File: config.mk
export PLATFORM = sky130hd
export DESIGN_NAME = alu_pipe
export DESIGN_NICKNAME = d
export VERILOG_FILES = /design/src/rtl/alu_pipe.sv
export SDC_FILE = /design/constraint.sdc
export NUM_CORES = 1
export LEC_CHECK = 0
export CORE_ASPECT_RATIO = 1.5
export CORE_UTILIZATION = 50
export DETAILED_ROUTE_END_ITERATION = 7
export GPL_TIMING_DRIVEN = 0
export PLACE_DENSITY = 0.71
export SETUP_SLACK_MARGIN = 0.4
export SLEW_MARGIN = 20
export SYNTH_ARGS = -nofsm -noshare
export SYNTH_HDL_FRONTEND = slang
export SYNTH_SLANG_ARGS = --single-unit
File: constraint.sdc
create_clock -name clk -period 3.9 [get_ports clk]
set_input_delay 0.39 -clock clk [delete_from_list [all_inputs] [get_ports clk]]
set_output_delay 0.39 -clock clk [all_outputs]
set_load 0.01 [all_outputs]
File: src/rtl/alu_pipe.sv
// Handshaked, registered ALU: single-cycle add/sub/logic/shift ops plus an
// iterative shift-add multiply that stalls input acceptance while it runs.
module alu_pipe #(
    parameter int unsigned WIDTH = 16,
    parameter int unsigned SHW   = $clog2(WIDTH)
) (
    input  logic             clk,
    input  logic             reset,
    input  logic             in_valid,
    output logic             in_ready,
    input  logic [2:0]       op,
    input  logic [WIDTH-1:0] a,
    input  logic [WIDTH-1:0] b,
    output logic             out_valid,
    input  logic             out_ready,
    output logic [WIDTH-1:0] result,
    output logic             co,
    output logic             overflow,
    output logic             zero
);

    localparam int unsigned MSB = WIDTH - 1;

    typedef enum logic [2:0] {
        OP_ADD = 3'd0,
        OP_SUB = 3'd1,
        OP_AND = 3'd2,
        OP_OR  = 3'd3,
        OP_XOR = 3'd4,
        OP_SLL = 3'd5,
        OP_SRL = 3'd6,
        OP_MUL = 3'd7
    } op_t;

    typedef enum logic {
        S_IDLE,
        S_MUL
    } state_t;

    state_t               r_state;
    state_t               w_state_next;
    logic [SHW-1:0]       r_cnt;
    logic [2*WIDTH-1:0]   r_acc;
    logic [2*WIDTH-1:0]   r_mcand;
    logic [WIDTH-1:0]     r_mplier;
    logic [WIDTH-1:0]     r_result;
    logic                 r_co;
    logic                 r_ov;
    logic                 r_zero;
    logic                 r_out_valid;

    op_t                  w_op;
    logic                 w_accept;
    logic                 w_last;
    logic [2*WIDTH-1:0]   w_acc_next;
    logic [SHW-1:0]       w_amt;
    logic [WIDTH:0]       w_sum;
    logic [WIDTH:0]       w_sll;
    logic [WIDTH:0]       w_srl;
    logic [WIDTH-1:0]     w_res;
    logic                 w_co;
    logic                 w_ov;

    assign w_op       = op_t'(op);
    assign in_ready   = (r_state == S_IDLE) && (!r_out_valid || out_ready);
    assign w_accept   = in_valid && in_ready;
    assign w_last     = (r_cnt == SHW'(WIDTH - 1));
    assign w_acc_next = r_acc + (r_mplier[0] ? r_mcand : '0);

    // Shifts run on WIDTH+1 bits so the extra bit holds the last bit shifted out.
    always_comb begin
        w_amt = b[SHW-1:0];
        w_sum = '0;
        w_sll = '0;
        w_srl = '0;
        w_res = '0;
        w_co  = 1'b0;
        w_ov  = 1'b0;
        case (w_op)
            OP_ADD: begin
                w_sum = {1'b0, a} + {1'b0, b};
                w_res = w_sum[WIDTH-1:0];
                w_co  = w_sum[WIDTH];
                w_ov  = (a[MSB] == b[MSB]) && (w_res[MSB] != a[MSB]);
            end
            OP_SUB: begin
                w_sum = {1'b0, a} + {1'b0, ~b} + (WIDTH+1)'(1);
                w_res = w_sum[WIDTH-1:0];
                w_co  = w_sum[WIDTH];
                w_ov  = (a[MSB] != b[MSB]) && (w_res[MSB] != a[MSB]);
            end
            OP_AND: w_res = a & b;
            OP_OR:  w_res = a | b;
            OP_XOR: w_res = a ^ b;
            OP_SLL: begin
                w_sll = {1'b0, a} << w_amt;
                w_res = w_sll[WIDTH-1:0];
                w_co  = w_sll[WIDTH];
            end
            OP_SRL: begin
                w_srl = {a, 1'b0} >> w_amt;
                w_res = w_srl[WIDTH:1];
                w_co  = w_srl[0];
            end
            default: ;
        endcase
    end

    always_ff @(posedge clk) begin
        if (reset) r_state <= S_IDLE;
        else       r_state <= w_state_next;
    end

    always_comb begin
        w_state_next = r_state;
        case (r_state)
            S_IDLE: if (w_accept && w_op == OP_MUL) w_state_next = S_MUL;
            S_MUL:  if (w_last) w_state_next = S_IDLE;
            default: w_state_next = S_IDLE;
        endcase
    end

    always_ff @(posedge clk) begin
        if (reset) begin
            r_cnt       <= '0;
            r_acc       <= '0;
            r_mcand     <= '0;
            r_mplier    <= '0;
            r_result    <= '0;
            r_co        <= 1'b0;
            r_ov        <= 1'b0;
            r_zero      <= 1'b0;
            r_out_valid <= 1'b0;
        end else if (r_state == S_IDLE) begin
            if (w_accept) begin
                if (w_op == OP_MUL) begin
                    r_mcand     <= {{WIDTH{1'b0}}, a};
                    r_mplier    <= b;
                    r_acc       <= '0;
                    r_cnt       <= '0;
                    r_out_valid <= 1'b0;
                end else begin
                    r_result    <= w_res;
                    r_co        <= w_co;
                    r_ov        <= w_ov;
                    r_zero      <= (w_res == '0);
                    r_out_valid <= 1'b1;
                end
            end else if (out_ready) begin
                r_out_valid <= 1'b0;
            end
        end else begin
            r_acc    <= w_acc_next;
            r_mcand  <= r_mcand << 1;
            r_mplier <= r_mplier >> 1;
            r_cnt    <= r_cnt + SHW'(1);
            if (w_last) begin
                r_result    <= w_acc_next[WIDTH-1:0];
                r_co        <= 1'b0;
                r_ov        <= |w_acc_next[2*WIDTH-1:WIDTH];
                r_zero      <= (w_acc_next[WIDTH-1:0] == '0);
                r_out_valid <= 1'b1;
            end
        end
    end

    assign out_valid = r_out_valid;
    assign result    = r_result;
    assign co        = r_co;
    assign overflow  = r_ov;
    assign zero      = r_zero;

endmodule

**Word-level counts from Yosys, hierarchy flattened**

Index checks and enable logic that the tools add are counted.

- Bitwise logic cells: 5
- Reductions and logical operators: 19
- $lt $le $gt $ge: 0
- Muxes and demuxes: 40
- Shift-type cells: 2
- Equal/unequal tests: 14
- $mul: 0
- $add $sub $neg: 5
- Div/mod/pow operators: 0

Operator list:

| kind | count |
|---|---|
| $mux 32 | 7 |
| $pmux 16 s7 | 1 |
| $mux 16 | 4 |
| $mux 15 | 3 |
| $add 16x16->17 | 2 |
| $add 32x32->32 | 1 |
| $logic_not 16->1 | 2 |
| $mux 1 | 19 |
| $add 17x1->17 const B | 1 |
| $shl 16x4->17 | 1 |
| $shr 17x4->17 | 1 |
| $and 16x16->16 | 1 |
| $not 16->16 | 1 |
| $or 16x16->16 | 1 |
| $reduce_or 16->1 | 1 |
| $xor 16x16->16 | 1 |
| $eq 3x3->1 const B | 4 |
| $mux 4 | 3 |
| $eq 3x2->1 const B | 2 |
| $reduce_and 2->1 | 3 |
| $logic_and 1x1->1 | 5 |
| $add 4x1->4 const B | 1 |
| $eq 4x4->1 const B | 1 |
| $pmux 1 s2 | 2 |
| 14 further kinds | 17 |

- RAM bits: 0
- Word-level logic and storage cells: 97
- Latch bits: 0
- Memories kept: 0
- Output and inout port bits: 21
- ROM bits: 0
- Bits in registers: 105
- Bits of input ports: 39

**Logic depth before layout (Yosys ltp)**

- Depth in word-level cells: 9
- Depth in mapped cells: 14
- Gate-level depth less buffers: 14

**Worst setup path after synthesis**

OpenSTA, ideal clock, no wires.

- Kind: flip-flop to flip-flop
- From: register r_mplier[0]
- To: register r_ov (netlist: overflow)
- Slack: 588 ps
- Arrival time: 3187 ps
- Cell stages (with the launch flop): 15
- Setup time: 125 ps
- Period minus slack after synthesis: 3312 ps
- Cells stage by stage: dfxtp_1 > clkbuf_1 > and2_1 > ha_1 > fa_1 > a211oi_2 > o211ai_1 > a221oi_2 > o211a_2 > o211ai_1 > xor2_1 > a2111oi_0 > nor4bb_1 > and4bb_1 > nor2_1

- Longest elaborated chain between the ends: 5

Ends and longest elaborated chain:

| what | line | text |
|---|---|---|
| start, declared | 45 | `logic [WIDTH-1:0] r_mplier;` |
| start signal, assigned | 155 | `r_mplier <= r_mplier >> 1;` |
| $mux 32 | 68 | `assign w_acc_next = r_acc + (r_mplier[0] ? r_mcand : '0);` |
| $add 32x32->32 | 68 |  |
| $reduce_or 16->1 | 160 | `r_ov <= \|w_acc_next[2*WIDTH-1:WIDTH];` |
| $mux 1 | 157 | `if (w_last) begin` |
| $mux 1 | 134 | `end else if (r_state == S_IDLE) begin` |
| end signal, assigned | 145 | `r_ov <= w_ov;` |
| end signal, assigned | 160 |  |
| end, declared | 48 | `logic r_ov;` |

Every way passes these cells. The select of a mux whose other input is x is not followed.
A chain may end at the register's enable or synchronous reset.

**Final worst setup path**

- From: input b[0]
- To: register r_zero (netlist: zero)

- Longest elaborated chain between the ends: 8

Ends and longest elaborated chain:

| what | line | text |
|---|---|---|
| start, declared | 13 | `input logic [WIDTH-1:0] b,` |
| $not 16->16 | 87 | `w_sum = {1'b0, a} + {1'b0, ~b} + (WIDTH+1)'(1);` |
| $add 16x16->17 | 87 |  |
| $add 17x1->17 | 87 |  |
| $pmux 16 s7 * | 79 | `case (w_op)` |
| $logic_not 16->1 * | 146 | `r_zero <= (w_res == '0);` |
| $mux 1 * | 136 | `if (w_op == OP_MUL) begin` |
| $mux 1 * | 135 | `if (w_accept) begin` |
| $mux 1 * | 134 |  |
| end signal, assigned | 146 |  |
| end signal, assigned | 161 | `r_zero <= (w_acc_next[WIDTH-1:0] == '0);` |
| end, declared | 49 | `logic r_zero;` |

Mark *: on every way between the ends. The rest lies on a longest branch, timed or not. The select of a mux whose other input is x is not followed.

==> metrics.cfg <==
[sta]
finalClockSkew_ps=11.76
fin_crit_sh=0.9232
timing.final.ws_setup_ps=299.5
hold_slack_ps=456.4
worst_pin_slew_ps=1038
period_minus_slack_ps=3601
hold_viol=0
rsz0062_at_grt=true
max_slew_margin=0.3024
fmax_mhz=277.7
setup_tns_ps=0
report.final.setup_viol=0
slew_violations=0

[worst_setup_path]
crit_family=buffers and inverters
slowest_delay_ps=710
critPathLaunchType=input pin
crit_buf_inv=4
r2r_cells=15
cp_cell_sequence=clkdlybuf4s50_1 > buf_6 > buf_12 > buf_2 > o22ai_1 > mux2_2 > a2111oi_1 > and4_1 > nand4_1 > nor4_2 > nand4_1 > o21bai_2
r2r_start=r_mplier[0]
worst-path-max-fanout=10
r2r_slack_ps=330
required_ps=4200
worst-setup-path-type=input pin to flop
end_kind=flop
slowest_stage=a2111oi_1
rr_endpoint=overflow
crit_top_cell=nand4_1
cp.arrival_ps=3900

[cells_and_area]
finalInstanceArea_um2=11920
area_growth_pct=18.68
fillers=1979
drive_above_1_share=0.1151
finalNonFillerCells=1719
fin_nets=1580
utilization=0.6048
diodes=0

[clocking]
cts-root-buf=clkbuf_16
cts_max_level=3
cts_tree=yes
cts.sinks=105
insertion_delay_ps=370
clockBufferDepth=2
cts-hold-fix-buffers=0
clk_pin_slew_ps=80
cts_buffers=9

[placement]
gp_congestion=1.102
dpl.cell_count=1684
dpl.hpwl_mm=33.07
io_buffers=58
pre_cts_ws_ps=-1257
dpl-instance-area_um2=10950

[logic_synthesis]
dominantRegCellSynth=dfxtp_1
netlist.area_leader.share=0.2093
synth-seq-cells=105
synthXorXnorAreaFrac=0.02355
synth_edf_count=0
synth_top_family_by_area=compound AO/OA/AOI/OAI gates
synthTopCellsByCount=a21oi_1 (167), nand2_1 (143), dfxtp_1 (105), nor2_1 (103), ha_1 (84)
yosys.area_share.simple=0.2354
syn_inst=1366
ys_seq_area_frac=0.2093
ys_warn_count=0
synth_nets=1492
synth_compound_area_frac=0.2943
synth_cell_types=88
synthTopCellsByArea=dfxtp_1 (21%), ha_1 (10%), a21oi_1 (8.3%)
synth_fa_ha_area_frac=0.1106
synth_area_leader_cell=dfxtp_1
muxShareOfSynthArea=0.06167
synth_most_common_cell=a21oi_1
synth.avg_cell_area_um2=7.351
synthArstFlopShare=0
synthesis.area_um2=10040

[global_route]
grt.overflow.total=0
grt_first_pass_wirelength_mm=64.27
track_usage=0.4128
antenna_found_initial=0
grt_max_degree=20
grt_pass1_vias=11340

[route]
drt_wl_total_mm=42.91
drtIter0Drc=927
routed-via-count=11440
post_drt_via_cell_ratio=6.657
ant_nets=0
post-route-drc-count=0
drt_first_pass_iters=6
routedWlPerCell_um=24.96

[power]
totalPowerFinal_mw=3.110
vdd_ir_drop_max_uv=203.1
p_per_area_nw_per_um2=260.9
leakagePower_nw=4.645

[worst_hold_path]
worstHoldPathCells=2
hold_end=result[8]
hp-class=flop to flop
hold_start=result[8]

[status]
status=complete, no violations

[die]
fp-row-count=63
fp.dieH_um=175.6
die_w_um=117.7
coreArea_um2=19710
initial_core_util=0.5096
num_io_pins=60
die-area_um2=20670

[job]
cap_violations=0

==> placed cells by master (no fill, tap or decap), types with 48 or more instances in the layout <==
cell type | Yosys | layout
clkdlybuf4s50_1 | 0 | 48
clkbuf_1 | 65 | 58
dfxtp_1 | 105 | 104
nor2_1 | 103 | 100
a21oi_1 | 167 | 157
nand2_1 | 143 | 143
ha_1 | 84 | 73
inv_1 | 67 | 66
nand3_1 | 66 | 63
o21ai_0 | 60 | 58
==> cell type report <==
class | instances | area [µm²] | area share
repair buffers | 77 | 715.7 | 0.06005
multi-input cells | 1102 | 7702 | 0.6463
flip-flops and latches | 105 | 2106 | 0.1767
plain buffers | 91 | 474.2 | 0.03979
clock buffers | 9 | 225.2 | 0.01890
clock inverters | 7 | 107.6 | 0.009029
well taps | 260 | 325.3 | 0.02730
inverters | 68 | 261.5 | 0.02194
==> repair_timing <==
item                       4_1_cts  5_1_grt
setup endpoints to repair       19       19
resized for setup               83       46
buffers inserted                15        3
hold endpoints to repair         0        0
gates cloned                     1        0
pin swaps                       20       17
==> state kept, by name (all words and copies together) (netlist names) <==
| name | flops |
|---|---|
| result | 16 |
| zero | 1 |
| overflow | 1 |
| r_cnt | 4 |
| r_mplier | 16 |
| out_valid | 1 |
| co | 1 |
| r_state | 1 |
| r_mcand | 32 |
| r_acc | 32 |
==> report_power, final <==
group	total, mW	internal [mW]	switching (mW)
registers	1.12	1.10	0.0226
logic	0.952	0.352	0.600
clock network	1.04	0.577	0.460
==> kinds of logic after synthesis <==
family / count (synthesis)
mux: 50
xor+xnor: 27
simple gates: 487
flops: 105
fa+ha+maj: 87
buf+inv: 159
compound gates: 451
==> routing by layer <==
metal	up-vias	share of wire	track usage
li1	5186	-	-
met1	5358	0.33	0.3836
met2	627	0.50	0.7333
met3	272	0.060	0.07532
met4	0	0.12	0.4386
met5	-	0	0
==> worst reg2reg max path: stages, from the launching register on <==
cell and delay [ps]:
dfxtp_4 410, buf_8 140, and2_4 140, ha_4 150, fa_2 350, a211oi_2 230, o211ai_1 150, a221oi_2 340
o211a_2 300, buf_6 130, o31ai_4 90, a31oi_2 270, o32ai_1 110, a2111o_1 290, and4bb_1 300, nor2_1 50
==> how the worst max path moves through the flow <==
stage,from,end,slack [ps],cells after the start
after floorplan,r_mplier[0],overflow,590,14
final,b[0],zero,300,12
after CTS,b[0],zero,370,14
after detailed placement,b[2],zero,-1260,15
after global routing,a[0],zero,240,15
after global placement,b[2],result[14],-1330,14
No activity file was read; power rests on OpenSTA's default activity.
